**config.mk**
```make
export PLATFORM = sky130hd
export DESIGN_NAME = alu_issue_ctrl
export DESIGN_NICKNAME = d
export VERILOG_FILES = /design/src/rtl/alu_issue_ctrl.sv
export SDC_FILE = /design/constraint.sdc
export NUM_CORES = 2
export LEC_CHECK = 0
export ABC_AREA = 0
export BUFFER_PORTS_ARGS = -buffer_cell sky130_fd_sc_hd__buf_4
export CAP_MARGIN = 20
export CORE_MARGIN = 5
export CORE_UTILIZATION = 55
export DETAILED_ROUTE_END_ITERATION = 8
export GPL_ROUTABILITY_DRIVEN = 1
export PLACE_DENSITY = 0.83
export SKIP_CTS_REPAIR_TIMING = 1
export SKIP_LAST_GASP = 1
export SLEW_MARGIN = 25
export SYNTH_ARGS = -nofsm -noshare
export SYNTH_HDL_FRONTEND = slang
export SYNTH_SLANG_ARGS = --single-unit
```
**constraint.sdc**
```tcl
create_clock -name clk -period 2.55 [get_ports clk]
set_input_delay 0.3825 -clock clk [delete_from_list [all_inputs] [get_ports clk]]
set_output_delay 0.3825 -clock clk [all_outputs]
set_load 0.005 [all_outputs]
```
**src/rtl/alu_issue_ctrl.sv**
```systemverilog
// Issue controller that decodes MIPS R-type ALU instructions, drives an external ALU and writes back.
// Define ALU_ISSUE_TRAP_EN to trap illegal instructions (illegal_op port) instead of running them as NOPs.
module alu_issue_ctrl #(
    parameter int unsigned CLEAR_RF = 1
) (
    input  logic        clk,
    input  logic        rst,
    input  logic        instr_valid,
    output logic        instr_ready,
    input  logic [31:0] instr,
    output logic [31:0] alu_src1,
    output logic [31:0] alu_src2,
    output logic [5:0]  alu_operation,
    output logic [4:0]  alu_shamt,
    input  logic [31:0] alu_result,
    input  logic        alu_zero,
    input  logic        alu_carry,
    output logic        wb_valid,
    output logic [4:0]  wb_addr,
    output logic [31:0] wb_data,
    output logic        flag_zero,
    output logic        flag_carry,
`ifdef ALU_ISSUE_TRAP_EN
    output logic        illegal_op,
`endif
    input  logic [4:0]  dbg_addr,
    output logic [31:0] dbg_data
);

    typedef enum logic [1:0] {
        StIdle,
        StDecode,
        StExecute,
        StWriteback
    } state_e;

    state_e state_q, state_d;

    logic [31:0] instr_q;
    logic [31:0] rf [1:31];

    logic        zero_q;
    logic        carry_q;
    logic        nop_q;
    logic        addsub_q;

    logic [5:0]  opcode_f;
    logic [4:0]  rs_f;
    logic [4:0]  rt_f;
    logic [4:0]  rd_f;
    logic [4:0]  shamt_f;
    logic [5:0]  funct_f;

    logic        dec_legal;
    logic        dec_shift;
    logic        dec_addsub;
    logic [5:0]  dec_op;
    logic [31:0] rs_data;
    logic [31:0] rt_data;

    assign opcode_f = instr_q[31:26];
    assign rs_f     = instr_q[25:21];
    assign rt_f     = instr_q[20:16];
    assign rd_f     = instr_q[15:11];
    assign shamt_f  = instr_q[10:6];
    assign funct_f  = instr_q[5:0];

    assign instr_ready = (state_q == StIdle);

    // Register 0 is hard-wired to zero and has no storage.
    assign rs_data  = (rs_f == 5'd0) ? 32'd0 : rf[rs_f];
    assign rt_data  = (rt_f == 5'd0) ? 32'd0 : rf[rt_f];
    assign dbg_data = (dbg_addr == 5'd0) ? 32'd0 : rf[dbg_addr];

    always_comb begin
        dec_legal  = 1'b1;
        dec_shift  = 1'b0;
        dec_addsub = 1'b0;
        dec_op     = 6'd0;
        case (funct_f)
            6'h20: begin dec_op = 6'd27; dec_addsub = 1'b1; end
            6'h22: begin dec_op = 6'd28; dec_addsub = 1'b1; end
            6'h02: begin dec_op = 6'd29; dec_shift  = 1'b1; end
            6'h00: begin dec_op = 6'd30; dec_shift  = 1'b1; end
            6'h26: dec_op = 6'd31;
            6'h24: dec_op = 6'd32;
            default: dec_legal = 1'b0;
        endcase
        if (opcode_f != 6'd0) begin
            dec_legal = 1'b0;
        end
        if (!dec_legal) begin
            dec_op     = 6'd0;
            dec_shift  = 1'b0;
            dec_addsub = 1'b0;
        end
    end

`ifdef ALU_ISSUE_TRAP_EN
    assign illegal_op = (state_q == StDecode) && !dec_legal;
`endif

    always_ff @(posedge clk) begin
        if (rst) begin
            state_q <= StIdle;
        end else begin
            state_q <= state_d;
        end
    end

    always_comb begin
        state_d = state_q;
        unique case (state_q)
            StIdle: begin
                if (instr_valid) begin
                    state_d = StDecode;
                end
            end
            StDecode: begin
`ifdef ALU_ISSUE_TRAP_EN
                state_d = dec_legal ? StExecute : StIdle;
`else
                state_d = StExecute;
`endif
            end
            StExecute:   state_d = StWriteback;
            StWriteback: state_d = StIdle;
            default:     state_d = StIdle;
        endcase
    end

    always_ff @(posedge clk) begin
        if (rst) begin
            instr_q       <= 32'd0;
            alu_src1      <= 32'd0;
            alu_src2      <= 32'd0;
            alu_operation <= 6'd0;
            alu_shamt     <= 5'd0;
            wb_valid      <= 1'b0;
            wb_addr       <= 5'd0;
            wb_data       <= 32'd0;
            flag_zero     <= 1'b0;
            flag_carry    <= 1'b0;
            zero_q        <= 1'b0;
            carry_q       <= 1'b0;
            nop_q         <= 1'b0;
            addsub_q      <= 1'b0;
        end else begin
            unique case (state_q)
                StIdle: begin
                    if (instr_valid) begin
                        instr_q <= instr;
                    end
                end
                StDecode: begin
                    if (dec_legal) begin
                        alu_src1      <= dec_shift ? rt_data : rs_data;
                        alu_src2      <= dec_shift ? 32'd0 : rt_data;
                        alu_shamt     <= dec_shift ? shamt_f : 5'd0;
                        alu_operation <= dec_op;
                        nop_q         <= 1'b0;
                        addsub_q      <= dec_addsub;
                    end else begin
`ifndef ALU_ISSUE_TRAP_EN
                        // Illegal words run the full sequence as a NOP to keep timing uniform.
                        alu_src1      <= 32'd0;
                        alu_src2      <= 32'd0;
                        alu_shamt     <= 5'd0;
                        alu_operation <= 6'd0;
                        nop_q         <= 1'b1;
                        addsub_q      <= 1'b0;
`endif
                    end
                end
                StExecute: begin
                    wb_valid <= 1'b1;
                    wb_addr  <= nop_q ? 5'd0 : rd_f;
                    wb_data  <= nop_q ? 32'd0 : alu_result;
                    zero_q   <= alu_zero;
                    carry_q  <= alu_carry;
                end
                StWriteback: begin
                    wb_valid <= 1'b0;
                    if (!nop_q) begin
                        flag_zero <= zero_q;
                        if (addsub_q) begin
                            flag_carry <= carry_q;
                        end
                    end
                end
                default: ;
            endcase
        end
    end

    // Reset wins over the writeback write, so an aborted instruction never commits.
    always_ff @(posedge clk) begin
        if (rst) begin
            if (CLEAR_RF != 0) begin
                for (int i = 1; i < 32; i++) begin
                    rf[i] <= 32'd0;
                end
            end
        end else if (state_q == StWriteback && !nop_q && wb_addr != 5'd0) begin
            rf[wb_addr] <= wb_data;
        end
    end

endmodule

```
== Yosys cells after proc, flatten, opt, wreduce, memory -nomap -nowiden ==
Memories as Yosys holds them, arrays and structs flattened. A register that Yosys moved wholly into a read port is not among the register bits.
Index checks and enable logic that the tools add are counted.
W data, S select, Z words.
Storage, ports and cells
  memories: 1
  output and inout port bits: 148
  bits in writable memories: 992
  register bits after elaboration: 153
  word-level logic and storage cells: 79
  input port bits: 74
Cells by class
  bitwise gates (word level): 1
  muxes and demuxes: 35
  reductions and logical operators: 18
  equality and inequality tests: 9
Memories
  rf: words 31, bits a word 32, rd ports 3, clocked after Yosys merged registers in 2, wr ports 31, line 40  | logic [31:0] rf [1:31];
Operators with widths (count)
  $mux W32: 9
  $mux W5: 8
  $pmux W6 S6: 1
  $reduce_or A32 Y1: 1
  $eq A6 B6 Y1 const B: 4
  $logic_not A5 Y1: 3
  $mux W1: 13
  $pmux W2 S4: 1
  $eq A6 B2 Y1 const B: 1
  $logic_not A6 Y1: 1
  $mux W6: 1
  $reduce_bool A6 Y1: 1
  $reduce_or A6 Y1: 1
  $reduce_bool A5 Y1: 1
  $eq A2 B2 Y1 const B: 2
  $reduce_and A2 Y1: 2
  $reduce_or A2 Y1: 2
  $reduce_and A3 Y1: 1
  $eq A2 B1 Y1 const B: 1
  $logic_and A1 B1 Y1: 2
  $logic_not A2 Y1: 1
  $mux W2: 1
  $ne A2 B2 Y1 const B: 1
  $pmux W1 S2: 1
  other kinds (3): 3

== Depth between registers and ports, before layout ==
  depth after elaboration: 8
  gate-level depth with buffers: 10
  gate-level depth less buffers: 6

== Least setup slack after synthesis ==
Ideal clock, no wire load.
  path kind: input -> output
  start point: input port dbg_addr[0]
  end point: output port dbg_data[19]
  stages on the path: 7
  data required time: 2.168 ns
  setup slack: -0.118 ns
  data arrival time: 2.286 ns
  path buffers: 3
  cell sequence: clkbuf_1 -> buf_2 -> buf_2 -> mux4_2 -> mux4_2 -> mux2i_1 -> nor2_1
On the way
  cells in the longest elaborated chain, start to end: 2
  elaborated cells between the ends (all ways): 3
  classes of those cells: mux: 1; reduce/logical: 1; memory: 1
RTL lines
  start, declared: line 26  | input logic [4:0] dbg_addr,
  $mem_v2 Z31 W32 or $logic_not A5 Y1 (tied branches)
  $mux W32 (*): line 73  | assign dbg_data = (dbg_addr == 5'd0) ? 32'd0 : rf[dbg_addr];
  end, declared: line 27  | output logic [31:0] dbg_data
Every way passes the cells marked *; elsewhere a longest branch is shown, timed or not.

==> results.json <==
{
  "crit_required_ns": 2.17,
  "coreArea_sq_um": 123800,
  "maxCapViolations": 0,
  "wl_per_cell_um": 37.17,
  "layout.nets": 5204,
  "yosys_warnings": 0,
  "rows": 129,
  "totalWireLength_um": 255700,
  "dr.pass1.iters": 7,
  "placed_cells": 6467,
  "synth_top_family_by_area": "multiplexers",
  "setup_ws_ns": -0.7001,
  "skew_ns": 0.02636,
  "worst_ep_arrival_time_ns": 2.87,
  "numClockSinks": 1186,
  "synth-xor-area-share_pct": 0,
  "cts.htree.levels": 3,
  "syn_to_final_growth_pct": 18.68,
  "setup.worst_path.start_class": "register",
  "stdcell_area_sq_um": 81300,
  "yosysUniqueCellTypes": 47,
  "syn_inst": 4646,
  "dpl.hpwl_um": 156200,
  "ios": 222,
  "tightest_slew_ns": 0.8429,
  "finalCritPeriodShare_pct": 127.5,
  "outcome": "finished, violations left",
  "grt_remaining_overflow": 0,
  "start_util_pct": 55.33,
  "die-area_sq_um": 131700,
  "die_h_um": 362.9,
  "clk_latency_ns": 0.76,
  "antenna_found_initial": 13,
  "drc_errors": 0,
  "crit_path_max_fanout": 3,
  "final_cell_mix": "edfxtp_1 (1024), and2_1 (995), mux4_2 (821), buf_4 (604), mux2i_1 (263)",
  "drtIter0Drc": 9366,
  "post-place-ws_ns": -0.4522,
  "via_per_inst": 7.475,
  "layout_commonest_cell": "edfxtp_1",
  "min_from": "alu_result[8]",
  "cts_root_buf": "clkbuf_16",
  "hold_viol": 0,
  "muxShareOfSynthArea_pct": 31.00,
  "numCtsBuffers": 121,
  "netlist_area_sq_um": 68500,
  "synthSimpleGateAreaFrac_pct": 12.66,
  "hp-class": "in -> reg",
  "instances_no_fill": 6878,
  "p_leak_nw": 28.74,
  "fp.dieW_um": 362.9,
  "ys_seq_area_share_pct": 49.62,
  "irDropWorstVdd_uv": 657.0,
  "slew_viol_final": 0,
  "fin_crit_ns": 3.250,
  "grt_pass1_wl_um": 357700,
  "track_usage_pct": 37.85,
  "synth_adder_area_share_pct": 0.07306,
  "grt_max_degree": 61,
  "total_power_mw": 59.86,
  "io_buffers": 221,
  "power.density_nw_per_um2": 736.4,
  "clk_pin_slew_ns": 0.06,
  "worstSetupStartpoint": "rf[28][19]$_SDFFCE_PN0P_",
  "grt_pass1_vias": 50750,
  "place_congestion": 1.005,
  "slew_headroom_pct": 43.75,
  "vias": 51410,
  "ant_nets": 0,
  "layout-drive-gt1-share_pct": 36.21,
  "fmax_ghz": 0.3077,
  "synth_compound_area_share_pct": 3.485,
  "endpoint_kind": "output port",
  "worstSetupPathType": "reg -> out",
  "rsz0062_at_grt": "true",
  "cts_tree": "done",
  "setup_viol": 35,
  "violations": "negative setup slack",
  "ys_ff_latch": 1186,
  "place_area_sq_um": 75420,
  "ctsLongestPathBuffers": 3,
  "avgSynthCellArea_sq_um": 14.74
}
==> cell usage after synthesis (all sizes together) <==
cell	number	share of area, %
edfxtp	1024	45
and2	996	9.1
mux4	821	27
clkbuf	346	1.9
mux2i	274	4.0
nor2	210	1.2
dfxtp	162	4.7
nand2	156	0.85
buf	154	1.2
a21oi	79	0.58
nor2b	79	0.72
a22oi	57	0.62
a221oi	50	0.64
a211oi	41	0.45
o21ai	31	0.23
or2	31	0.28
a32oi	21	0.27
o2111ai	20	0.26
a41o	14	0.20
nand3	10	0.073
o211ai	10	0.12
nor3	9	0.082
a31o	6	0.077
nand2b	6	0.055
nand3b	6	0.066
inv	5	0.027
ha	4	0.073
nor4	4	0.10
or4	4	0.055
a21boi	3	0.033
nand4	3	0.027
or3	3	0.035
clkinv	2	0.011
or3b	2	0.026
conb	1	0.0055
nand4b	1	0.035
o311ai	1	0.013
==> worst max-delay path, cell delays in order, from the launching register on <==
cell and delay, ns:
edfxtp_1 0.45, mux4_2 0.47, mux4_2 0.60, mux2i_1 0.22, buf_4 0.22, nor2_4 0.05
buf_6 0.11
==> metrics by stage <==
step                setup TNS, ns  hold WS, ns  util (%)
finish                     -17.79       0.3949     65.67
global route               -18.79       0.4130     65.65
global placement           -11.13       0.4397     60.90
floorplan                 -0.4464       0.4357         -
CTS                        -17.75      -0.1782     64.22
detailed placement         -12.37       0.4430     60.92
==> sequential cells by signal, indices dropped and copies added, names as in the netlist, 2 cells and up, named ones only <==
name           count
wb_data           32
rf              1024
state_q            2
wb_addr            5
alu_src1          32
alu_operation      5
alu_shamt          5
instr_q           32
alu_src2          32
==> logic make-up after synthesis <==
kind of cell	count (synthesis)
AO/OA/AOI/OAI	333
adder cells (fa/ha/maj)	4
buffers and inverters	507
flip-flops	1186
multiplexers	1095
other	1
AND/OR/NAND/NOR	1520
==> per-layer routing <==
metal / share of wire (%) / up-vias / GRT usage (%) / wire (um)
met5: 0.038 / - / 0.4278 / 97
met4: 9.6 / 4 / 26.98 / 24600
met3: 17 / 1527 / 14.90 / 43810
met2: 44 / 5712 / 55.93 / 111600
met1: 30 / 25040 / 45.65 / 75590
li1: - / 19130 / - / -
==> cell type report <==
class	count	area, sq um
Sequential cell	1186	34020
Clock inverter	66	685.7
Multi-Input combinational cell	2984	32900
Fill cell	8035	42500
Antenna cell	10	25.02
Clock buffer	162	3393
Inverter	7	26.28
Tap cell	1637	2048
Timing Repair Buffer	826	8202
==> power by group <==
part | leakage [nW] | switching, mW | total (mW) | internal [mW]
clock network | 1.95 | 8.07 | 18.5 | 10.5
registers | 11.9 | 1.05 | 23.1 | 22.1
logic | 14.9 | 10.3 | 18.2 | 7.95
==> worst paths after layout <==
path                          endpoint  cells after the start  slack, ns
max                       dbg_data[19]                      6      -0.70
min            wb_data[8]$_SDFFE_PP0P_                      4       0.39
max reg2reg  alu_src1[27]$_SDFFE_PP0N_                     11      -0.08
min reg2reg  alu_src2[23]$_SDFFE_PP0N_                      2       0.45
Power figures use the tool's default switching activity.
